$ cat config.mk
export PLATFORM = sky130hd
export DESIGN_NAME = traffic_phase_scheduler
export DESIGN_NICKNAME = d
export VERILOG_FILES = /design/src/rtl/traffic_pkg.sv /design/src/rtl/tl_phase_timer.sv /design/src/rtl/traffic_phase_scheduler.sv
export SDC_FILE = /design/constraint.sdc
export NUM_CORES = 1
export LEC_CHECK = 0
export BUFFER_PORTS_ARGS = -buffer_cell sky130_fd_sc_hd__buf_2
export CAP_MARGIN = 20
export CELL_PAD_IN_SITES_DETAIL_PLACEMENT = 1
export CELL_PAD_IN_SITES_GLOBAL_PLACEMENT = 1
export CORE_ASPECT_RATIO = 1.1
export CORE_MARGIN = 4
export CORE_UTILIZATION = 25
export DETAILED_ROUTE_END_ITERATION = 6
export PLACE_DENSITY_LB_ADDON = 0.1
export RECOVER_POWER = 25
export SLEW_MARGIN = 20
export SYNTH_ARGS = -nofsm -noshare
export SYNTH_HDL_FRONTEND = slang
export SYNTH_HIERARCHICAL = 1
export SYNTH_SLANG_ARGS = --single-unit
$ cat constraint.sdc
create_clock -name clk -period 7.95 [get_ports clk]
set_input_delay 0.3975 -clock clk [delete_from_list [all_inputs] [get_ports clk]]
set_output_delay 0.3975 -clock clk [all_outputs]
set_load 0.02 [all_outputs]
$ cat src/rtl/traffic_pkg.sv
// traffic_pkg
//   Shared definitions for the intersection control blocks.
//   - Lamp encodings driven onto every 3-bit vehicle/pedestrian lamp port.
//   - phase_e: phase state codes, also exported on the scheduler's phase port.
//   - dir_e: which green follows an all-red or walk interval.
package traffic_pkg;

  localparam logic [2:0] LIGHT_RED    = 3'b001;
  localparam logic [2:0] LIGHT_YELLOW = 3'b010;
  localparam logic [2:0] LIGHT_GREEN  = 3'b011;

  typedef enum logic [2:0] {
    S_NSG  = 3'd0,
    S_NSY  = 3'd1,
    S_AR_A = 3'd2,
    S_EWG  = 3'd3,
    S_EWY  = 3'd4,
    S_AR_B = 3'd5,
    S_WALK = 3'd6
  } phase_e;

  typedef enum logic {
    DIR_NS = 1'b0,
    DIR_EW = 1'b1
  } dir_e;

endpackage

$ cat src/rtl/tl_phase_timer.sv
// tl_phase_timer
//   Dwell timer for one phase. Cleared on state entry, then counts up once
//   per cycle and saturates at all-ones (never wraps).
//   Ports:
//     clk, rst_n  clock, asynchronous active-low reset
//     clr         clear request (count returns to 0 on the next edge)
//     thresh      compare threshold
//     count       current count
//     ge          count >= thresh
module tl_phase_timer #(
  parameter int TIMER_W = 8
) (
  input  logic               clk,
  input  logic               rst_n,
  input  logic               clr,
  input  logic [TIMER_W-1:0] thresh,
  output logic [TIMER_W-1:0] count,
  output logic               ge
);

  logic [TIMER_W-1:0] cnt_q;

  always_ff @(posedge clk or negedge rst_n) begin
    if (!rst_n) begin
      cnt_q <= '0;
    end else if (clr) begin
      cnt_q <= '0;
    end else if (cnt_q != '1) begin
      cnt_q <= cnt_q + TIMER_W'(1);
    end
  end

  assign count = cnt_q;
  assign ge    = (cnt_q >= thresh);

endmodule

$ cat src/rtl/traffic_phase_scheduler.sv
// traffic_phase_scheduler
//   Demand-driven phase sequencer for a two-road intersection with a shared
//   pedestrian crossing. Green dwell is bounded by MIN_GREEN/MAX_GREEN under
//   contested demand; yellow, all-red and walk intervals are fixed.
//   Ports:
//     clk, rst_n       clock, asynchronous active-low reset
//     req_ns, req_ew   vehicle presence (level)
//     ped_req          pedestrian button (any-length pulse)
//     emerg, emerg_ew  emergency preemption request / direction (1=EW),
//                      present only when EMERG_PREEMPT_EN is defined
//     ns, ew           vehicle lamps (red 001, yellow 010, green 011)
//     p_ns, p_ew       pedestrian lamps
//     phase            current state code
//     ped_ack          one-cycle pulse in the first WALK cycle
//   Optional feature macro: EMERG_PREEMPT_EN.
//   Inputs are sampled directly; asynchronous sources need an upstream
//   synchronizer.
module traffic_phase_scheduler
  import traffic_pkg::*;
#(
  parameter int MIN_GREEN = 4,
  parameter int MAX_GREEN = 12,
  parameter int YELLOW    = 2,
  parameter int ALL_RED   = 1,
  parameter int WALK      = 4,
  parameter int TIMER_W   = 8
) (
  input  logic       clk,
  input  logic       rst_n,
  input  logic       req_ns,
  input  logic       req_ew,
  input  logic       ped_req,
`ifdef EMERG_PREEMPT_EN
  input  logic       emerg,
  input  logic       emerg_ew,
`endif
  output logic [2:0] ns,
  output logic [2:0] ew,
  output logic [2:0] p_ns,
  output logic [2:0] p_ew,
  output logic [2:0] phase,
  output logic       ped_ack
);

  localparam logic [TIMER_W-1:0] T_MIN    = TIMER_W'(MIN_GREEN - 1);
  localparam logic [TIMER_W-1:0] T_MAX    = TIMER_W'(MAX_GREEN - 1);
  localparam logic [TIMER_W-1:0] T_YELLOW = TIMER_W'(YELLOW - 1);
  localparam logic [TIMER_W-1:0] T_ALLRED = TIMER_W'(ALL_RED - 1);
  localparam logic [TIMER_W-1:0] T_WALK   = TIMER_W'(WALK - 1);

  phase_e             state_q, state_d;
  dir_e               nxt_dir_q;
  logic               ped_pend_q;
  logic               walk_entry;
  logic               tmr_clr;
  logic               tmr_ge;
  logic [TIMER_W-1:0] tmr_thresh;
  logic [TIMER_W-1:0] tmr_cnt;
  logic               demand_ns;
  logic               demand_ew;
  logic               emg_ns;
  logic               emg_ew;

`ifdef EMERG_PREEMPT_EN
  assign emg_ns = emerg & ~emerg_ew;
  assign emg_ew = emerg &  emerg_ew;
`else
  assign emg_ns = 1'b0;
  assign emg_ew = 1'b0;
`endif

  // Demand seen by each green: the cross street or a waiting pedestrian.
  assign demand_ns = req_ew | ped_pend_q;
  assign demand_ew = req_ns | ped_pend_q;

  tl_phase_timer #(
    .TIMER_W (TIMER_W)
  ) u_timer (
    .clk    (clk),
    .rst_n  (rst_n),
    .clr    (tmr_clr),
    .thresh (tmr_thresh),
    .count  (tmr_cnt),
    .ge     (tmr_ge)
  );

  always_ff @(posedge clk or negedge rst_n) begin
    if (!rst_n) begin
      state_q <= S_AR_B;
    end else begin
      state_q <= state_d;
    end
  end

  // A single threshold compare covers both green exits: with own request
  // released the MIN_GREEN bound applies, otherwise MAX_GREEN. Since
  // MAX_GREEN >= MIN_GREEN, this matches checking both bounds separately.
  always_comb begin
    state_d    = state_q;
    tmr_thresh = T_ALLRED;
    case (state_q)
      S_NSG: begin
        tmr_thresh = req_ns ? T_MAX : T_MIN;
        if (emg_ew) begin
          state_d = S_NSY;
        end else if (!emg_ns && demand_ns && tmr_ge) begin
          state_d = S_NSY;
        end
      end
      S_NSY: begin
        tmr_thresh = T_YELLOW;
        if (tmr_ge) state_d = S_AR_A;
      end
      S_AR_A: begin
        tmr_thresh = T_ALLRED;
        if (tmr_ge) begin
          if (emg_ns)          state_d = S_NSG;
          else if (emg_ew)     state_d = S_EWG;
          else if (ped_pend_q) state_d = S_WALK;
          else                 state_d = S_EWG;
        end
      end
      S_EWG: begin
        tmr_thresh = req_ew ? T_MAX : T_MIN;
        if (emg_ns) begin
          state_d = S_EWY;
        end else if (!emg_ew && demand_ew && tmr_ge) begin
          state_d = S_EWY;
        end
      end
      S_EWY: begin
        tmr_thresh = T_YELLOW;
        if (tmr_ge) state_d = S_AR_B;
      end
      S_AR_B: begin
        tmr_thresh = T_ALLRED;
        if (tmr_ge) begin
          if (emg_ew)          state_d = S_EWG;
          else if (emg_ns)     state_d = S_NSG;
          else if (ped_pend_q) state_d = S_WALK;
          else                 state_d = S_NSG;
        end
      end
      S_WALK: begin
        tmr_thresh = T_WALK;
        if (tmr_ge) state_d = (nxt_dir_q == DIR_EW) ? S_EWG : S_NSG;
      end
      default: begin
        state_d = S_AR_B;
      end
    endcase
  end

  assign tmr_clr    = (state_d != state_q);
  assign walk_entry = (state_d == S_WALK) && (state_q != S_WALK);

  always_ff @(posedge clk or negedge rst_n) begin
    if (!rst_n) begin
      nxt_dir_q <= DIR_NS;
    end else if (state_q == S_AR_A) begin
      nxt_dir_q <= DIR_EW;
    end else if (state_q == S_AR_B) begin
      nxt_dir_q <= DIR_NS;
    end
  end

  // A press coinciding with WALK entry is served by that same walk.
  always_ff @(posedge clk or negedge rst_n) begin
    if (!rst_n) begin
      ped_pend_q <= 1'b0;
    end else if (walk_entry) begin
      ped_pend_q <= 1'b0;
    end else if (ped_req) begin
      ped_pend_q <= 1'b1;
    end
  end

  always_comb begin
    ns   = LIGHT_RED;
    ew   = LIGHT_RED;
    p_ns = LIGHT_RED;
    p_ew = LIGHT_RED;
    case (state_q)
      S_NSG:   ns = LIGHT_GREEN;
      S_NSY:   ns = LIGHT_YELLOW;
      S_EWG:   ew = LIGHT_GREEN;
      S_EWY:   ew = LIGHT_YELLOW;
      S_WALK: begin
        p_ns = LIGHT_GREEN;
        p_ew = LIGHT_GREEN;
      end
      default: ;
    endcase
  end

  assign phase   = state_q;
  assign ped_ack = (state_q == S_WALK) && (tmr_cnt == '0);

endmodule

# == Yosys cells after proc, flatten, opt, wreduce, memory -nomap -nowiden ==
# Cells that the tools add are included.
# totals
wordCells,51
out_inout_bits,16
reg_bits,13
# classes
bitwise_logic,2
n_addsub,1
n_eq_ne,10
muxes,23
magnitude_cmp,1
n_reduce_logical,10
# ops
cell,n
3-bit two-way mux,9
3-bit one-hot mux with 7 select lines,1
8-bit two-way mux,2
4-bit one-hot mux with 4 select lines,1
3-bit == test (second input constant),4
8-bit by 1-bit adder with 8-bit output (second input constant),1
8-bit by 4-bit greater-or-equal comparator with 1-bit output,1
8-bit zero test,1
4-bit two-way mux,2
8-bit inequality test (second input constant),1
2-bit one-hot mux with 2 select lines,2
3-bit by 2-bit == test with 1-bit output (second input constant),2
2-bit nonzero test,3
1-bit logical AND,4
1-bit two-way mux,4
2-bit two-way mux,2
3-bit by 1-bit == test with 1-bit output (second input constant),1
3-bit zero test,1
3-bit inequality test,1
3-bit inequality test (second input constant),1
1-bit OR,2
2-bit OR reduction,1

# == Longest topological paths before layout ==
# Gate-level depths: netlist of run 1.
# depth
word_depth,10
mapped_depth,16

# == Cells and area by module ==
# The synthesis of run 1 kept the hierarchy.
# modules_own_cells
mod,cells_per_inst,area_per_inst_um2,n_inst
tl_phase_timer,70,601.8,1
traffic_phase_scheduler,84,588.1,1

# == Worst setup path before layout of run 1 ==
# No wires, ideal clock.
# synth_path
path_type,register to register
from,reg state_q[0] (netlist: phase[0])
to,reg u_timer.cnt_q[3] (netlist: u_timer/count[3])
path_stages_with_launch,16
setup_time_ns,0.086
setup_slack_ns,4.868
t_arrival_ns,2.996
period_less_slack_ns,3.082
required_ns,7.864
cell_sequence,dfstp_2 -> buf_2 -> nand2b_1 -> nor2_1 -> a21oi_1 -> ha_1 -> nand2b_1 -> a211oi_1 -> o21ai_0 -> a41o_1 -> buf_2 -> a21oi_1 -> a211oi_1 -> a211o_1 -> buf_1 -> nor3_1
# synth_via
elab_chain_len,9
word_cells_on_any_way,23
classes_between,1 x order compare; 7 x eq/ne; 10 x mux; 5 x reduce/logical
# synth_lines
item,line,text
"start, declared",traffic_phase_scheduler.sv:51,"phase_e state_q, state_d;"
"start signal, assigned",traffic_phase_scheduler.sv:91,state_q <= state_d;
3-bit == test or 3-bit by 1-bit == test with 1-bit output (tied branches),traffic_phase_scheduler.sv:101,case (state_q)
2-bit OR reduction (no source line),--,
4-bit one-hot mux with 4 select lines *,traffic_phase_scheduler.sv:101,
named net tmr_thresh[0],traffic_phase_scheduler.sv:57,logic [TIMER_W-1:0] tmr_thresh;
8-bit by 4-bit greater-or-equal comparator with 1-bit output *,tl_phase_timer.sv:34,assign ge = (cnt_q >= thresh);
named net tmr_ge,traffic_phase_scheduler.sv:56,logic tmr_ge;
1-bit logical AND (on tied branches),"traffic_phase_scheduler.sv:127, traffic_phase_scheduler.sv:106",
3-bit two-way mux (on tied branches),"traffic_phase_scheduler.sv:127, traffic_phase_scheduler.sv:106",
3-bit one-hot mux with 7 select lines *,traffic_phase_scheduler.sv:101,
3-bit inequality test *,traffic_phase_scheduler.sv:154,assign tmr_clr = (state_d != state_q);
named net tmr_clr,traffic_phase_scheduler.sv:55,logic tmr_clr;
8-bit two-way mux or 2-bit nonzero test (tied branches),--,
"end signal, assigned",tl_phase_timer.sv:29,cnt_q <= cnt_q + TIMER_W'(1);
"end, declared",tl_phase_timer.sv:21,logic [TIMER_W-1:0] cnt_q;
# Mark *: on every way through the listed nets, which the timed path passes. The rest lies on a longest branch.
# A chain may end at the register's enable or synchronous reset.

# == Final worst setup path of run 1 ==
# layout_path
from,reg state_q[0] (netlist: phase[0])
to,reg u_timer.cnt_q[2] (netlist: u_timer/count[2])
# Same word-level chain as after synthesis.

==> run metrics, run 1 <==
via count=1098; num rows=26; first-pass GRT wire length=5490 um; fmax=287 MHz; Routability Congestion=0.755; Worst Path Arrival=3.64 ns; Final Instance Area=0.00131 mm^2; IO Count=21; initial drt markers=26; Total Wirelength=3140 um; post-CTS setup buffers=0; Crit-path slowest cell=dfstp_2; post-detailed-route count of antenna-violating nets=0; vias in the first global route=1176; CP Launch Type=flip-flop; fraction of layout cells with a size suffix above 1=15.1%; ANT cells=0; CP Max Fanout=23; RSZ-0062 raised after global routing=no; CORE AREA=0.00462 mm^2; CTS Hold Buffers Added=0; reg-to-reg startpoint=phase[0]; HP Class=in -> async; crit path launch=phase[0]; Starting Density=25.8%; critical path class=reg -> reg; clock sinks=13; largest net degree at the start of global routing=24; Die W=73.8 um; post-route setup slack=4.47 ns; post-synthesis async set-or-reset flop share=100%; Clock Latency Late Sink=0.24 ns; via/cell ratio=4.95; register area share after synthesis=27.5%; Fin Setup TNS=0 ns; critical-path cell list=nand2b_1 > nor2_1 > a21oi_1 > ha_1 > nand2b_1 > a211oi_1 > o21ai_0 > a41o_1 > o211ai_1 > a32o_1 > nor2_1 > a211o_1 > nor3_1; DR pass1 iterations=4; dpl hpwl=2490 um; Post-Layout Cell Count=222; count of pins over their slew limit=0; PwrDens=302 mW/mm^2; number of fill cells=590; Residual DRC=0; Max Cap Viol=0; PostCTS Resize Cnt=0; P&R area growth vs syn=9.88%; most common cell after layout, fill and taps aside=nor2_1; clock-pin slew on the worst setup and hold paths=0.06 ns; CTS Buffer Depth=2; Setup Slack @ Placement=4.48 ns; initial antenna violation count=0; Clock Skew=0.00312 ns; Yosys reg bits=13; final global-route overflow total=0; setup violators final=0; LEAKAGE=0.571 nW; Post-Syn Area=0.00119 mm^2; die height=80.4 um; Tightest Pin Transition=0.711 ns; CTS tree=yes; die area=0.00593 mm^2; status=completed; number of port buffers=14; CTS buffer count=3; WL/cell=14.1 um; Final Critical Period=3.48 ns; dpl cell area=0.00126 mm^2; YS warnings=6; Post-synth top flop=dfrtp_1; Synth Instances=154; area of the multi-input gates=747 um^2; CP Data Required Time=8.10 ns; Nets=181; Reg area=328 um^2; clk root buf=clkbuf_8; commonest non-fill, non-tap cells in the layout=nor2_1 (19), nand2_1 (13), buf_2 (13), inv_1 (12); DP Cell Count=218; syn avg cell area=7.73 um^2; Cell variety after synth=43; H-tree Lvls=1; Tcrit/Tclk final=43.8%; peak supply drop=0.126 mV; Final Hold Viols=0; Post-synth EDFFs=0; worst hold slack=0.181 ns; Slew headroom=52.6%; Largest stage delay, worst path=0.77 ns; Critical Path End Type=flip-flop; all-layer global routing usage=11.7%
==> final cells by class <==
cell class                 count  area share, %
tap                           56           5.36
clock buffer                   4           3.44
inverter                      13           3.73
sequential                    13           25.1
multi-input combinational    122           57.1
timing repair buffer          14           5.26
==> critical path, delay by kind of cell, from the launching register on <==
| family | cells | cell delay [ns] |
|---|---|---|
| flip-flops | 1 | 0.77 |
| adder cells (fa/ha/maj) | 1 | 0.24 |
| AND/OR/NAND/NOR | 5 | 0.72 |
| AO/OA/AOI/OAI | 7 | 1.67 |
==> stage by stage <==
stage               util (%)  power [mW]
floorplan                  -       0.294
finish                  28.3       0.395
CTS                     28.3       0.405
global placement        27.4       0.337
detailed placement      27.4       0.342
global route            28.3       0.442
==> registers in the layout (all words and copies together) (netlist names) <==
| signal | cells |
|---|---|
| nxt_dir_q | 1 |
| phase | 3 |
| ped_pend_q | 1 |
| u_timer/count | 8 |
==> final timing paths <==
check,to,slack (ns),depth (start not counted)
setup / recovery,u_timer/count[2],4.47,13
max in group asynchronous,u_timer/count[0],7.32,1
setup reg to reg,u_timer/count[2],4.47,13
hold reg to reg,nxt_dir_q,0.58,2
hold / removal,u_timer/count[3],0.18,1
min in group clk,ped_pend_q,0.39,2
==> report_power, final <==
group / total, mW / internal, mW / switching, mW
registers: 0.149 / 0.0890 / 0.0596
clock network: 0.0585 / 0.0354 / 0.0231
logic: 0.188 / 0.0813 / 0.106
==> Yosys cell counts (all sizes together), types with 2 or more instances <==
cell / count / area [um^2]
nor2: 21 / 83.8
buf: 15 / 100
inv: 13 / 48.8
nand2: 13 / 48.8
a21oi: 11 / 55.1
dfrtp: 11 / 275
ha: 9 / 113
o21ai: 9 / 45.0
nand2b: 6 / 37.5
a31oi: 5 / 37.5
nand3: 5 / 25.0
a21o: 3 / 22.5
a211oi: 2 / 15.0
and3: 2 / 17.5
conb: 2 / 7.51
dfstp: 2 / 52.6
mux2i: 2 / 20.0
nand4: 2 / 18.8
nor2b: 2 / 12.5
nor3: 2 / 10.0
nor4: 2 / 12.5
o211ai: 2 / 15.0
xnor2: 2 / 17.5
==> kinds of logic (layout without fill, tap and decap cells) <==
logic type / Yosys count / in the layout / share of synthesized area, %
flip-flops: 13 / 13 / 27.5
other: 2 / 11 / 0.631
AND/OR/NAND/NOR: 56 / 56 / 23.1
adder cells (fa/ha/maj): 9 / 9 / 9.46
XOR/XNOR: 2 / 2 / 1.47
AO/OA/AOI/OAI: 41 / 41 / 22.6
buffers and inverters: 28 / 31 / 12.5
multiplexers: 3 / 3 / 2.63
==> layer usage <==
layer  global-route usage [%]  wire length (um)  up-vias  share of wire, %
li1                         -                 -      546                 -
met1                     13.5              1350      530                43
met2                     20.7              1640       18                52
met3                     3.00               109        4               3.5
met4                     3.80                35        0               1.1
met5                        0                 0        -                 0
Power figures use the tool's default switching activity.
==> run 2: changes to the inputs <==
--- a/config.mk
+++ b/config.mk
@@ -5,6 +5,7 @@
 export SDC_FILE = /design/constraint.sdc
 export NUM_CORES = 1
 export LEC_CHECK = 0
+export ABC_AREA = 1
 export BUFFER_PORTS_ARGS = -buffer_cell sky130_fd_sc_hd__buf_2
 export CAP_MARGIN = 20
 export CELL_PAD_IN_SITES_DETAIL_PLACEMENT = 1
==> constraint.sdc (replaced) <==
create_clock -name clk -period 2.85 [get_ports clk]
set_input_delay 0.1425 -clock clk [delete_from_list [all_inputs] [get_ports clk]]
set_output_delay 0.1425 -clock clk [all_outputs]
set_load 0.02 [all_outputs]
==> run metrics, run 2 <==
Sw Ratio=45.1%; Max Cap Viol=0; Post-Route Utilization=39.8%; Post-synth top flop=dfrtp_1; Crit path top cell by count=nand2_1; PwrDens=747 mW/mm^2; routing usage on met1=15.1%; Crit-path slowest cell=dfstp_2; largest net degree at the start of global routing=14; dpl cell area=0.00157 mm^2; ANT cells=0; Clock Skew=0.00474 ns; clock share of power=12.0%; DP Cell Count=288; peak supply drop=0.301 mV; clock-pin slew on the worst setup and hold paths=0.06 ns; critical path class=reg -> reg; internal power=774 uW; post-detailed-route count of antenna-violating nets=0; clock sinks=13; P_sw=636 uW; DR pass1 iterations=4; IO Count=21; failing checks=setup timing; Post-Syn Area=0.00126 mm^2; Slew headroom=50.4%; vias in the first global route=1478; Residual DRC=0; count of pins over their slew limit=0; register area share after synthesis=26.1%; Largest stage delay, worst path=0.58 ns; top cell type's share of synthesized area=21.9%; Final Hold Viols=0; die height=82.3 um; number of fill cells=599; Starting Density=26.4%; Yosys reg bits=13; post-synthesis async set-or-reset flop share=100%; met2 global-route usage=29.4%; most common cell after layout, fill and taps aside=nand2_1; area leader, netlist=dfrtp_1; Setup Slack @ Placement=-0.314 ns; Flop pwr share=19.2%; HP Class=in -> reg; CTS buffer count=3; first-pass GRT wire length=6900 um; Most Used Layer, Global Route=met2; Gate power share=68.7%; initial drt markers=30; CTS tree=yes; YS warnings=6; via count=1407; clk root buf=clkbuf_8; P&R area growth vs syn=50.3%; top cells by area, synth=dfrtp_1 (22%), nand2_1 (15%), ha_1 (9.0%); CORE AREA=0.00475 mm^2; num rows=26; status=finished, violations left; Total Wirelength=4170 um; Post-synth EDFFs=0; Tightest Pin Transition=0.744 ns; met3 usage=2.54%; Worst Path Arrival=3.13 ns; die area=0.00622 mm^2; syn avg cell area=6.54 um^2; CP Launch Type=flip-flop; initial antenna violation count=0; H-tree Lvls=1; Post-Layout Cell Count=305; Critical Path End Type=flip-flop; post-route setup slack=-0.142 ns; via/cell ratio=4.61; LEAKAGE=1.02 nW; Die W=75.6 um; Final Critical Period=2.99 ns; Synth Instances=192; Largest register FFs=8; dpl hpwl=3340 um; Nets=264; CP Max Fanout=7; fmax=334 MHz; fraction of layout cells with a size suffix above 1=44.2%; critical-path cell list=buf_6 > nor2_4 > a32o_2 > inv_2 > ha_4 > nand2_2 > inv_2 > nand2_1 > nand2_1 > nand2_2 > nand3_4 > buf_4 > nand3_1 > inv_1 > nor2_2 > nand2_2 > nor2_2 > nand2_1 > nand2_1 > nand3_2 > inv_4 > nand3_4 > nand3_2 > nand2_1; CP Data Required Time=2.98 ns; Final Instance Area=0.00189 mm^2; all-layer global routing usage=14.6%; commonest non-fill, non-tap cells in the layout=nand2_1 (39), buf_4 (35), nor2_1 (19), inv_1 (18); Routability Congestion=0.813; Clock Latency Late Sink=0.24 ns; WL/cell=13.7 um; RSZ-0062 raised after global routing=yes; cell with the most instances after synthesis=nand2_1; setup violators final=8; final global-route overflow total=0; Tcrit/Tclk final=105%; Commonest cells post-synth=nand2_1 (50), inv_1 (27), nor2_1 (24); CTS Buffer Depth=2; Cell variety after synth=27; number of port buffers=14
## run 2: power by group through the flow
stage               Combinational, mW  Clock (mW)  Sequential (mW)
floorplan                       0.425           0            0.274
global placement                0.704           0            0.263
detailed placement              0.713           0            0.267
CTS                             0.892       0.179            0.269
global route                     1.08       0.191            0.278
finish                          0.969       0.170            0.271
## run 2: area by class of cell
class                      count  area (um^2)  area share, %
clock buffer                   4         45.0           2.39
inverter                      28          113           5.96
multi-input combinational    149          935           49.5
sequential                    13          328           17.4
tap                           56         70.1           3.71
timing repair buffer          55          398           21.1
## run 2: metrics by stage
stage	power, mW	hold slack [ns]	TNS, ns
6_report	1.41	0.171	-0.954
5_1_grt	1.54	0.197	-2.63
4_1_cts	1.34	0.169	-1.04
3_5_place_dp	0.980	0.0554	-2.25
3_3_place_gp	0.967	0.0518	-1.52
2_1_floorplan	0.699	-0.153	0
## run 2: cells by family after synthesis
logic type      after synthesis  share of synthesized area, %
compound gates               13                          6.47
xor+xnor                      1                         0.697
fa+ha+maj                     9                          8.96
buf+inv                      39                          14.3
flops                        13                          26.1
other cells                   2                         0.598
simple gates                115                          42.8
## run 2: per-layer routing
layer | vias up | wire length [um]
met5 | - | 0
met4 | 0 | 75
met3 | 8 | 125
met2 | 23 | 2350
met1 | 672 | 1620
li1 | 704 | -
## run 2: final timing paths
kind | start | to | slack (ns) | depth (start not counted)
setup / recovery | phase[0] | u_timer/count[0] | -0.14 | 24
hold / removal | ped_req | ped_pend_q | 0.17 | 4
setup reg to reg | phase[0] | u_timer/count[0] | -0.14 | 24
hold reg to reg | nxt_dir_q | nxt_dir_q | 0.61 | 2
max in group asynchronous | rst_n | phase[1] | 1.91 | 2
min in group asynchronous | rst_n | u_timer/count[4] | 0.47 | 2
## run 2: worst max-delay path: cells and delay by family, from the launching register on
kind,cells,cell delay (ns)
AND/OR/NAND/NOR,16,1.25
flip-flops,1,0.58
buffers and inverters,6,0.54
AO/OA/AOI/OAI,1,0.29
adder cells (fa/ha/maj),1,0.20
## run 2: repair_timing
item                                    CTS  global route
hold endpoints to repair                 11             0
buffers inserted                         12             4
endpoints found under the setup margin    8             9
hold buffers                              1             0
resized for setup                        28            26
pin swaps                                14            27
==> run 3: changes to the inputs <==
--- a/config.mk
+++ b/config.mk
@@ -11,11 +11,11 @@
 export CELL_PAD_IN_SITES_DETAIL_PLACEMENT = 1
 export CELL_PAD_IN_SITES_GLOBAL_PLACEMENT = 1
 export CORE_ASPECT_RATIO = 1.1
-export CORE_MARGIN = 4
+export CORE_MARGIN = 1.5
 export CORE_UTILIZATION = 25
+export CTS_CLUSTER_SIZE = 14
 export DETAILED_ROUTE_END_ITERATION = 6
 export PLACE_DENSITY_LB_ADDON = 0.1
-export RECOVER_POWER = 25
 export SLEW_MARGIN = 20
 export SYNTH_ARGS = -nofsm -noshare
 export SYNTH_HDL_FRONTEND = slang
==> run metrics, run 3 (same netlist as run 2, synthesis figures left out) <==
RSZ-0062 raised after global routing=yes; num rows=26; Nets=283; Routability Congestion=0.803; failing checks=setup timing; Slew headroom=66.0%; Final Critical Period=3.15 ns; Setup Slack @ Placement=-0.343 ns; CTS buffer count=3; fraction of layout cells with a size suffix above 1=50.0%; final global-route overflow total=0; status=finished, violations left; Die W=70.6 um; Tightest Pin Transition=0.508 ns; Max Cap Viol=0; P&R area growth vs syn=68.1%; Final Instance Area=0.00211 mm^2; Worst Path Arrival=3.29 ns; peak supply drop=0.329 mV; Total Wirelength=5220 um; DR pass1 iterations=4; CTS tree=yes; CORE AREA=0.00475 mm^2; number of fill cells=615; initial drt markers=27; PwrDens=700 mW/mm^2; WL/cell=16.1 um; Starting Density=26.4%; vias in the first global route=1647; LEAKAGE=1.13 nW; die height=77.3 um; critical path class=reg -> reg; Largest register FFs=8; clk root buf=clkbuf_8; Post-Layout Cell Count=324; count of pins over their slew limit=0; clock-pin slew on the worst setup and hold paths=0.06 ns; number of port buffers=14; Clock Skew=0.000888 ns; setup violators final=8; CP Max Fanout=7; post-route setup slack=-0.303 ns; CP Data Required Time=2.99 ns; dpl cell area=0.00157 mm^2; all-layer global routing usage=19.6%; clock sinks=13; first-pass GRT wire length=8400 um; IO Count=21; Critical Path End Type=flip-flop; via count=1525; commonest non-fill, non-tap cells in the layout=buf_4 (48), nand2_1 (38), inv_1 (20), nor2_1 (18), buf_2 (14); DP Cell Count=287; ANT cells=0; HP Class=in -> reg; largest net degree at the start of global routing=14; fmax=317 MHz; dpl hpwl=3280 um; most common cell after layout, fill and taps aside=buf_4; via/cell ratio=4.71; Clock Latency Late Sink=0.25 ns; initial antenna violation count=0; Residual DRC=0; Final Hold Viols=0; Tcrit/Tclk final=111%; Power, Total=1.48 mW; die area=0.00546 mm^2; H-tree Lvls=1; post-detailed-route count of antenna-violating nets=0; CTS Buffer Depth=2; CP Launch Type=flip-flop
[run 3: timing repair]
item                                    in CTS  in global routing
hold buffers                                 1                  0
setup buffers                               27                  6
endpoints found under the setup margin       9                 10
gates resized for setup                     34                 29
pin swaps                                   24                 25
hold endpoints to repair                    11                  0
cloned                                       1                  0
[run 3: area by class of cell]
class,instances,area [um^2],area share [%]
tap,56,70.1,3.32
timing repair buffer,73,562,26.6
multi-input combinational,150,997,47.2
inverter,28,110,5.21
clock buffer,4,45.0,2.13
sequential,13,328,15.5
[run 3: where the power goes]
part / internal [mW] / switching, mW / total (mW)
combinational: 0.468 / 0.575 / 1.04
clock: 0.0990 / 0.0725 / 0.171
sequential: 0.225 / 0.0375 / 0.263
[run 3: final timing paths]
check                          start          endpoint  slack, ns  depth (start not counted)
min in group asynchronous      rst_n  u_timer/count[4]       0.32                          2
max in group asynchronous      rst_n          phase[0]       2.24                          2
hold reg to reg            nxt_dir_q         nxt_dir_q       0.65                          2
setup reg to reg            phase[2]  u_timer/count[0]      -0.30                         24
setup / recovery            phase[2]  u_timer/count[0]      -0.30                         24
hold / removal               ped_req        ped_pend_q       0.17                          4
[run 3: through the flow]
| step | setup TNS, ns | hold slack, ns | utilization, % |
|---|---|---|---|
| floorplan | 0 | -0.153 | - |
| global placement | -1.46 | 0.0527 | 33.0 |
| detailed placement | -2.43 | 0.0569 | 33.0 |
| CTS | -1.11 | 0.174 | 41.5 |
| global route | -3.09 | 0.192 | 44.5 |
| finish | -1.99 | 0.166 | 44.5 |
[run 3: routing by layer]
metal	GRT usage [%]	part of all wire (%)
met5	0	0
met1	21.5	38
met3	1.43	1.4
met4	7.74	2.4
met2	38.4	58
[run 3: worst max-delay path: stages, from the launching register on]
cell and delay, ns:
dfstp_2 0.57, buf_6 0.12, nand3_4 0.10, buf_6 0.14
buf_4 0.12, buf_4 0.12, buf_4 0.12, buf_4 0.12
buf_4 0.12, buf_4 0.12, buf_4 0.12, buf_4 0.13
buf_4 0.15, nor2_2 0.10, nor2_1 0.04, nand2_1 0.11
inv_1 0.07, nand2_2 0.07, nand2_1 0.06, nand2_2 0.07
nand3_2 0.08, inv_4 0.11, nand3_4 0.13, nand3_2 0.09
nand2_1 0.05
